File: src/rtl/pe2ddr_sched_if.sv
// -----------------------------------------------------------------------------
// pe2ddr_sched_if
// Bundles the three handshakes that the write-back scheduler sits between:
//   job_*      : transfer job from the layer controller (valid/ready)
//   conf_*,
//   pe_start,
//   pe_done    : configuration, start pulse and completion of the PE datapath
//   ddr_aw_*   : DDR write-address request channel (valid/ready)
// Modports:
//   master : the scheduler side (accepts jobs, drives the datapath and AW)
//   slave  : the environment side (controller, datapath and DDR)
// -----------------------------------------------------------------------------
interface pe2ddr_sched_if #(
  parameter int DDR_AW = 32
);
  logic              job_valid;
  logic              job_ready;
  logic [3:0]        job_layer_type;
  logic [1:0]        job_trans_type;
  logic [7:0]        job_trans_num;
  logic [3:0]        job_grp_mask;
  logic [DDR_AW-1:0] job_ddr_addr;

  logic [3:0]        conf_layer_type;
  logic [1:0]        conf_trans_type;
  logic [7:0]        conf_trans_num;
  logic [1:0]        conf_grp_sel;
  logic              pe_start;
  logic              pe_done;

  logic [DDR_AW-1:0] ddr_aw_addr;
  logic [7:0]        ddr_aw_len;
  logic              ddr_aw_valid;
  logic              ddr_aw_ready;

  modport master (
    input  job_valid, job_layer_type, job_trans_type, job_trans_num,
           job_grp_mask, job_ddr_addr, pe_done, ddr_aw_ready,
    output job_ready, conf_layer_type, conf_trans_type, conf_trans_num,
           conf_grp_sel, pe_start, ddr_aw_addr, ddr_aw_len, ddr_aw_valid
  );

  modport slave (
    output job_valid, job_layer_type, job_trans_type, job_trans_num,
           job_grp_mask, job_ddr_addr, pe_done, ddr_aw_ready,
    input  job_ready, conf_layer_type, conf_trans_type, conf_trans_num,
           conf_grp_sel, pe_start, ddr_aw_addr, ddr_aw_len, ddr_aw_valid
  );
endinterface

File: src/rtl/pe2ddr_sched.sv
// -----------------------------------------------------------------------------
// pe2ddr_sched
// Sequences the PE-result-to-DDR write-back path. A job selects a set of
// accumulator groups; for each selected group (lowest index first) the
// scheduler issues one DDR write-address burst, pulses the datapath start with
// the group index, and waits for the datapath done. A watchdog aborts the job
// if the datapath hangs.
// Ports:
//   clk, rst    : clock, asynchronous active-high reset
//   bus         : job / datapath / DDR AW handshakes (pe2ddr_sched_if.master)
//   busy        : FSM not in IDLE
//   job_done    : one-cycle pulse at the end of every accepted job
//   err_timeout : sticky watchdog error, cleared only by rst
// -----------------------------------------------------------------------------
module pe2ddr_sched #(
  parameter int DDR_AW      = 32,
  parameter int BEAT_BYTES  = 64,
  parameter int TIMEOUT_CYC = 4096
) (
  input  logic           clk,
  input  logic           rst,
  pe2ddr_sched_if.master bus,
  output logic           busy,
  output logic           job_done,
  output logic           err_timeout
);

  localparam int               CNT_W   = $clog2(TIMEOUT_CYC + 1);
  localparam logic [CNT_W-1:0] WD_LAST = CNT_W'(TIMEOUT_CYC - 1);

  typedef enum logic [2:0] {
    IDLE, LOAD, ADDR, START, WAIT, NEXT, DONE
  } state_t;

  state_t            state, state_nxt;

  logic [3:0]        layer_r;
  logic [1:0]        trans_type_r;
  logic [7:0]        trans_num_r;
  logic [3:0]        grp_mask_r;
  logic [DDR_AW-1:0] addr_r;
  logic [3:0]        pend_r;
  logic [1:0]        grp_sel_r;
  logic [CNT_W-1:0]  wd_cnt;
  logic              err_r;

  logic [3:0]        load_mask;
  logic [3:0]        pend_clr;
  logic [DDR_AW-1:0] step;
  logic              wd_expire;

  function automatic logic [1:0] lowest_set(input logic [3:0] m);
    logic [1:0] idx;
    idx = 2'd0;
    if (m[0])      idx = 2'd0;
    else if (m[1]) idx = 2'd1;
    else if (m[2]) idx = 2'd2;
    else if (m[3]) idx = 2'd3;
    return idx;
  endfunction

  // Non-grouped layers run a single pass on group 0; the datapath sums all
  // groups itself in that mode.
  assign load_mask = layer_r[0] ? grp_mask_r : 4'b0001;
  assign pend_clr  = pend_r & ~(4'b0001 << grp_sel_r);
  // Address arithmetic deliberately stays in DDR_AW bits so it wraps silently.
  assign step      = DDR_AW'(trans_num_r) * DDR_AW'(BEAT_BYTES);
  // A done arriving on the last watchdog cycle still counts as success.
  assign wd_expire = (wd_cnt == WD_LAST) && !bus.pe_done;

  assign bus.conf_layer_type = layer_r;
  assign bus.conf_trans_type = trans_type_r;
  assign bus.conf_trans_num  = trans_num_r;
  assign bus.conf_grp_sel    = grp_sel_r;
  assign bus.ddr_aw_addr     = addr_r;
  assign bus.ddr_aw_len      = trans_num_r;
  assign err_timeout         = err_r;

  always_ff @(posedge clk or posedge rst) begin
    if (rst) state <= IDLE;
    else     state <= state_nxt;
  end

  always_comb begin
    state_nxt        = state;
    bus.job_ready    = 1'b0;
    bus.ddr_aw_valid = 1'b0;
    bus.pe_start     = 1'b0;
    job_done         = 1'b0;
    busy             = (state != IDLE);
    case (state)
      IDLE: begin
        bus.job_ready = 1'b1;
        if (bus.job_valid) state_nxt = LOAD;
      end
      LOAD: begin
        if (load_mask == 4'd0 || trans_num_r == 8'd0) state_nxt = DONE;
        else                                          state_nxt = ADDR;
      end
      ADDR: begin
        bus.ddr_aw_valid = 1'b1;
        if (bus.ddr_aw_ready) state_nxt = START;
      end
      START: begin
        bus.pe_start = 1'b1;
        state_nxt    = WAIT;
      end
      WAIT: begin
        if (bus.pe_done)    state_nxt = NEXT;
        else if (wd_expire) state_nxt = DONE;
      end
      NEXT: begin
        if (pend_clr != 4'd0) state_nxt = ADDR;
        else                  state_nxt = DONE;
      end
      DONE: begin
        job_done  = 1'b1;
        state_nxt = IDLE;
      end
      default: state_nxt = IDLE;
    endcase
  end

  always_ff @(posedge clk or posedge rst) begin
    if (rst) begin
      layer_r      <= '0;
      trans_type_r <= '0;
      trans_num_r  <= '0;
      grp_mask_r   <= '0;
      addr_r       <= '0;
      pend_r       <= '0;
      grp_sel_r    <= '0;
      wd_cnt       <= '0;
      err_r        <= 1'b0;
    end else begin
      case (state)
        IDLE: begin
          if (bus.job_valid) begin
            layer_r      <= bus.job_layer_type;
            trans_type_r <= bus.job_trans_type;
            trans_num_r  <= bus.job_trans_num;
            grp_mask_r   <= bus.job_grp_mask;
            addr_r       <= bus.job_ddr_addr;
            // Group index is settled at accept so conf_* hold still from LOAD on.
            grp_sel_r    <= lowest_set(bus.job_layer_type[0] ? bus.job_grp_mask
                                                             : 4'b0001);
          end
        end
        LOAD:  pend_r <= load_mask;
        START: wd_cnt <= '0;
        WAIT: begin
          wd_cnt <= wd_cnt + CNT_W'(1);
          if (wd_expire) err_r <= 1'b1;
        end
        NEXT: begin
          pend_r <= pend_clr;
          addr_r <= addr_r + step;
          if (pend_clr != 4'd0) grp_sel_r <= lowest_set(pend_clr);
        end
        default: ;
      endcase
    end
  end

endmodule

File: src/flat_wrapper.sv
// flat-port wrapper written by rule: the top's interface ports become plain ports
module pe2ddr_sched_flat 
#(
  parameter int DDR_AW      = 32,
  parameter int BEAT_BYTES  = 64,
  parameter int TIMEOUT_CYC = 4096
)
  (clk, rst, busy, job_done, err_timeout, bus_job_valid, bus_job_layer_type, bus_job_trans_type, bus_job_trans_num, bus_job_grp_mask, bus_job_ddr_addr, bus_pe_done, bus_ddr_aw_ready, bus_job_ready, bus_conf_layer_type, bus_conf_trans_type, bus_conf_trans_num, bus_conf_grp_sel, bus_pe_start, bus_ddr_aw_addr, bus_ddr_aw_len, bus_ddr_aw_valid);
  pe2ddr_sched_if #(.DDR_AW(DDR_AW)) bus_i ();
  input  logic clk;
  input  logic rst;
  output logic busy;
  output logic job_done;
  output logic err_timeout;
  input wire logic [$bits(bus_i.job_valid)-1:0] bus_job_valid;
  input wire logic [$bits(bus_i.job_layer_type)-1:0] bus_job_layer_type;
  input wire logic [$bits(bus_i.job_trans_type)-1:0] bus_job_trans_type;
  input wire logic [$bits(bus_i.job_trans_num)-1:0] bus_job_trans_num;
  input wire logic [$bits(bus_i.job_grp_mask)-1:0] bus_job_grp_mask;
  input wire logic [$bits(bus_i.job_ddr_addr)-1:0] bus_job_ddr_addr;
  input wire logic [$bits(bus_i.pe_done)-1:0] bus_pe_done;
  input wire logic [$bits(bus_i.ddr_aw_ready)-1:0] bus_ddr_aw_ready;
  output wire logic [$bits(bus_i.job_ready)-1:0] bus_job_ready;
  output wire logic [$bits(bus_i.conf_layer_type)-1:0] bus_conf_layer_type;
  output wire logic [$bits(bus_i.conf_trans_type)-1:0] bus_conf_trans_type;
  output wire logic [$bits(bus_i.conf_trans_num)-1:0] bus_conf_trans_num;
  output wire logic [$bits(bus_i.conf_grp_sel)-1:0] bus_conf_grp_sel;
  output wire logic [$bits(bus_i.pe_start)-1:0] bus_pe_start;
  output wire logic [$bits(bus_i.ddr_aw_addr)-1:0] bus_ddr_aw_addr;
  output wire logic [$bits(bus_i.ddr_aw_len)-1:0] bus_ddr_aw_len;
  output wire logic [$bits(bus_i.ddr_aw_valid)-1:0] bus_ddr_aw_valid;
  assign bus_i.job_valid = bus_job_valid;
  assign bus_i.job_layer_type = bus_job_layer_type;
  assign bus_i.job_trans_type = bus_job_trans_type;
  assign bus_i.job_trans_num = bus_job_trans_num;
  assign bus_i.job_grp_mask = bus_job_grp_mask;
  assign bus_i.job_ddr_addr = bus_job_ddr_addr;
  assign bus_i.pe_done = bus_pe_done;
  assign bus_i.ddr_aw_ready = bus_ddr_aw_ready;
  assign bus_job_ready = bus_i.job_ready;
  assign bus_conf_layer_type = bus_i.conf_layer_type;
  assign bus_conf_trans_type = bus_i.conf_trans_type;
  assign bus_conf_trans_num = bus_i.conf_trans_num;
  assign bus_conf_grp_sel = bus_i.conf_grp_sel;
  assign bus_pe_start = bus_i.pe_start;
  assign bus_ddr_aw_addr = bus_i.ddr_aw_addr;
  assign bus_ddr_aw_len = bus_i.ddr_aw_len;
  assign bus_ddr_aw_valid = bus_i.ddr_aw_valid;
  pe2ddr_sched #(.DDR_AW(DDR_AW), .BEAT_BYTES(BEAT_BYTES), .TIMEOUT_CYC(TIMEOUT_CYC)) u_core (.clk(clk), .rst(rst), .bus(bus_i), .busy(busy), .job_done(job_done), .err_timeout(err_timeout));
endmodule
File: config.mk
export PLATFORM = sky130hd
export DESIGN_NAME = pe2ddr_sched_flat
export DESIGN_NICKNAME = d
export VERILOG_FILES = /design/src/rtl/pe2ddr_sched_if.sv /design/src/rtl/pe2ddr_sched.sv /design/src/flat_wrapper.sv
export SDC_FILE = /design/constraint.sdc
export NUM_CORES = 1
export LEC_CHECK = 0
export ABC_AREA = 1
export CORE_UTILIZATION = 50
export CTS_BUF_LIST = sky130_fd_sc_hd__clkbuf_8
export DETAILED_ROUTE_END_ITERATION = 10
export PLACE_DENSITY_LB_ADDON = 0.12
export SYNTH_ARGS = -nofsm -noshare
export SYNTH_HDL_FRONTEND = slang
export SYNTH_SLANG_ARGS = --single-unit
File: constraint.sdc
create_clock -name clk -period 5.2 [get_ports clk]
set_input_delay 1.56 -clock clk [delete_from_list [all_inputs] [get_ports clk]]
set_output_delay 1.56 -clock clk [all_outputs]
set_load 0.005 [all_outputs]
==> Word-level counts from Yosys, hierarchy flattened <==
Index checks and enable logic that the tools add are counted.
{ "word_totals": {"register_bits": 73} }
{ "op_classes": {"shift": 1, "reduce_logical": 16, "n_mux": 28, "eq_ne": 11, "n_bitwise": 2, "add_sub_neg": 2} }
{ "op_table": {"columns": ["op", "n"], "rows": [
  ["one-hot mux 32 bit (2 select lines)", 1],
  ["adder 32 x 14 -> 32 bit", 1],
  ["two-way mux 32 bit", 1],
  ["one-hot mux 13 bit (2 select lines)", 1],
  ["two-way mux 2 bit", 10],
  ["two-way mux 3 bit", 6],
  ["one-hot mux 3 bit (6 select lines)", 1],
  ["adder 13 x 1 -> 13 bit (second input constant)", 1],
  ["equality test 13 x 12 -> 1 bit (second input constant)", 1],
  ["equality test 3 bit (second input constant)", 3],
  ["logical NOT 8 bit", 1],
  ["two-way mux 4 bit", 2],
  ["one-hot mux 4 bit (2 select lines)", 1],
  ["equality test 3 x 2 -> 1 bit (second input constant)", 2],
  ["AND reduction 2 bit", 3],
  ["AND reduction 3 bit", 2],
  ["nonzero test 2 bit", 3],
  ["AND 4 bit", 1],
  ["logical NOT 4 bit", 1],
  ["two-way mux 1 bit", 4],
  ["inequality test 2 bit (second input constant)", 2],
  ["NOT 4 bit", 1],
  ["one-hot mux 2 bit (2 select lines)", 1],
  ["nonzero test 4 bit", 1],
  ["9 further kinds", 9]
]} }

==> Depth between registers and ports, before layout <==
{ "logic_depth": {"word_depth": 9, "depth_mapped": 13, "mapped_depth_nobuf": 13} }

==> Worst setup path before layout <==
No wires, ideal clock.
{ "synth_timing": {"kind": "register to output", "startpoint": "register u_core.state[0]", "endpoint": "output port bus_job_ready", "path_buffers": 0, "path_slack_ns": 2.847, "required_ns": 3.640, "path_stages_with_launch": 4, "arrival_ns": 0.793, "cell_sequence": "dfrtp_1 -> nor2_2 -> nand2_4 -> inv_4"} }
{ "synth_via": {"elab_chain_len": 2} }
{ "synth_rtl": {"columns": ["element", "line", "text"], "rows": [
  ["from (decl)", "pe2ddr_sched.sv:35", "state_t state, state_nxt;"],
  ["from (signal assigned)", "pe2ddr_sched.sv:81", "else state <= state_nxt;"],
  ["logical NOT 3 bit", "pe2ddr_sched.sv:91", "case (state)"],
  ["two-way mux 1 bit", "pe2ddr_sched.sv:91", null],
  ["to (decl)", "flat_wrapper.sv:23", "output wire logic [$bits(bus_i.job_ready)-1:0] bus_job_ready;"]
]} }
No other way between the ends.

==> Worst setup path after layout <==
{ "layout_timing": {"startpoint": "register u_core.state[2]", "endpoint": "output port bus_ddr_aw_valid"} }
{ "layout_via": {"elab_chain_len": 2} }
{ "layout_rtl": {"columns": ["element", "line", "text"], "rows": [
  ["equality test 3 x 2 -> 1 bit", "pe2ddr_sched.sv:91", null],
  ["two-way mux 1 bit", "pe2ddr_sched.sv:91", null],
  ["to (decl)", "flat_wrapper.sv:31", "output wire logic [$bits(bus_i.ddr_aw_valid)-1:0] bus_ddr_aw_valid;"]
]} }
No other way between the ends.

==> metrics.md <==
| Metric | Value |
|---|---|
| Setup TNS | 0 ns |
| Yosys warns | 0 |
| Clock buffer count from CTS | 9 |
| Final setup fails | 0 |
| WP data required | 3.64 ns |
| Worst setup path category | register to output port |
| Max Buffers Root-to-Sink | 2 |
| Max FO, Critical Path | 6 |
| Area added between synthesis and finish | 30.7% |
| Slew headroom | 0.545 |
| # DRC | 0 |
| Number of DRC markers in iteration 0 | 277 |
| Leading cell types by count after synthesis | nand2_1, dfrtp_1, inv_1 |
| Pins Over Slew Limit | 0 |
| # hold bufs at CTS | 0 |
| Fmax | 298 MHz |
| Nets@finish | 795 |
| Worst Tran Pin Value | 0.682 ns |
| Synth area leaders | dfrtp_1, nand2_1, nand3_1, inv_1, nor2_1 |
| Worst-skew pair later-pin latency | 0.35 ns |
| DR vias/cell | 5.33 |
| Clock H-tree levels | 3 |
| RSZ-0062 raised after global routing | false |
| Avg Cell Area, Syn | 7.26 um^2 |
| Setup Fix Bufs, Post-CTS | 0 |
| Top-area cell type share of the netlist area | 0.404 |
| Post-Syn Nets | 688 |
| Worst-path clk slew | 0.08 ns |
| Tmin final | 3.36 ns |
| Hold Vio Cnt, Final | 0 |
| Largest net degree at the start of global routing | 45 |
| Initial antenna violation count | 0 |
| Run status | completed |
| Number of max-cap violations | 0 |
| Worst Hold Class | register to register |
| Worst VDD drop | 0.000340 V |
| Synth Flop Type | dfrtp_1 |
| Clock Tree Root | clkbuf_8 |
| Rows | 34 |
| Vias in the first global route | 4,488 |
| Leak | 2.77 nW |
| Most frequent cell after synthesis | nand2_1 |
| Final-layout fill cell count | 779 |
| GRT overflow | 0 |
| Sink Count | 73 |
| CTS resizes | 0 |
| DP HPWL | 8920 um |
| Share of cells above drive strength 1 | 0.0518 |
| Post-Route Skew | 0.00874 ns |
| Total Wirelength | 11,900 um |
| Synth async-reset ratio | 1.00 |
| Inserted Diodes | 0 |
| DIE WIDTH | 97.1 um |
| Power Total | 3.38 mW |
| CP Capture Type | output port |
| Unique masters post-synth | 41 |
| # port buffers | 116 |
| Area leader, netlist | dfrtp_1 |
| Routed via count | 4,491 |
| Final period utilization | 0.646 |
| Post-synthesis instance area | 0.00452 mm^2 |
| Gate Count Post-Synth | 623 |
| Die height | 97.1 um |
| CTS tree | yes |
| Seq cells post-synth | 73 |
| Post-synth EDFFs | 0 |
| PwrDens | 572 mW/mm^2 |
| Critical Path AT | 1.80 ns |
| Die area | 0.00943 mm^2 |
| Post-detailed-route wirelength per cell | 14.1 um |
| First-pass GRT wire length | 20,600 um |
| Global Route Usage Sum | 0.268 |
| Startpoint types | register |
| Sequential share of the synthesized area | 0.404 |
| Top Ports | 117 |
| Gpl congestion | 0.891 |
| Starting Density | 0.518 |
| Core area | 0.00872 mm^2 |
| Final ANT Viol Nets | 0 |
| Pre-antenna DRT Iters | 7 |
==> registers in the layout, summed over array words and instances, names as in the netlist, 2 cells and up <==
name and count:
u_core.bus.ddr_aw_addr 32, u_core.wd_cnt 13, u_core.bus.conf_trans_num 8, u_core.bus.conf_layer_type 4, u_core.grp_mask_r 4, u_core.pend_r 4
u_core.state 3, u_core.bus.conf_grp_sel 2, u_core.bus.conf_trans_type 2
==> critical path, cell delays in order (launching register included) <==
cell and delay, ns:
dfrtp_1 0.50, nor3_1 0.37, clkdlybuf4s50_1 0.58
==> layer usage <==
layer / vias up / GRT usage / wire length (um)
li1: 2222 / - / -
met1: 2097 / 0.341 / 5210
met2: 150 / 0.462 / 5810
met3: 22 / 0.0417 / 682
met4: 0 / 0.0953 / 208
met5: - / 0 / 0
==> cell usage in the layout, fill, tap and decap left out, drive strengths merged, types with 10 or more instances in the layout <==
cell type	n
a21oi	10
clkdlybuf4s50	116
dfrtp	73
inv	74
nand2	238
nand3	59
nor2	51
o211ai	11
o21ai	27
==> through the flow <==
| stage | utilization | hold WS, ns | cells | instance area, um^2 | worst slack [ns] |
|---|---|---|---|---|---|
| after global placement | 0.648 | 0.456 | 827 | 5650 | 1.99 |
| final | 0.678 | 0.490 | 842 | 5910 | 1.84 |
| after CTS | 0.678 | 0.487 | 842 | 5910 | 1.82 |
| after global routing | 0.678 | 0.510 | 842 | 5910 | 1.77 |
| after detailed placement | 0.648 | 0.468 | 827 | 5650 | 1.91 |
| after floorplan | - | 0.449 | 623 | 4520 | 1.79 |
==> layout make-up <==
class / instances / area, um^2 / area share
Sequential cell: 73 / 1830 / 0.309
Clock buffer: 9 / 124 / 0.0210
Inverter: 73 / 284 / 0.0481
Clock inverter: 6 / 133 / 0.0224
Timing Repair Buffer: 117 / 1170 / 0.198
Tap cell: 108 / 135 / 0.0229
Multi-Input combinational cell: 456 / 2240 / 0.379
==> kinds of logic (layout without fill, tap and decap cells) <==
logic type,Yosys count,in the layout,share of synthesized area
and+or+nand+nor,365,365,0.350
buffers and inverters,94,205,0.101
AOI/OAI and AO/OA,78,78,0.110
DFF,73,73,0.404
adders and majority gates,10,10,0.0293
xor gates and xnor gates,3,3,0.00581
==> path summary, 6_finish.rpt <==
| check | startpoint | cells past startpoint | slack [ns] | endpoint |
|---|---|---|---|---|
| setup / recovery | u_core.state[2]$_DFFE_PP0P_ | 2 | 1.84 | bus_ddr_aw_valid |
| hold / removal | u_core.err_timeout$_DFFE_PP0P_ | 2 | 0.49 | u_core.err_timeout$_DFFE_PP0P_ |
| setup reg to reg | u_core.bus.conf_trans_num[0]$_DFFE_PP0P_ | 10 | 2.99 | u_core.bus.ddr_aw_addr[26]$_DFFE_PP0P_ |
| hold reg to reg | u_core.err_timeout$_DFFE_PP0P_ | 2 | 0.49 | u_core.err_timeout$_DFFE_PP0P_ |
| max in group asynchronous | rst | 3 | 2.56 | u_core.bus.ddr_aw_addr[12]$_DFFE_PP0P_ |
| min in group asynchronous | rst | 2 | 1.61 | u_core.wd_cnt[12]$_DFFE_PP0P_ |
==> where the power goes <==
group          switching [mW]  internal, mW
Combinational           0.911         0.818
Clock                   0.223         0.364
Sequential              0.265         0.796
Total                    1.40          1.98
Note: power is estimated with default switching activity, not from simulation.
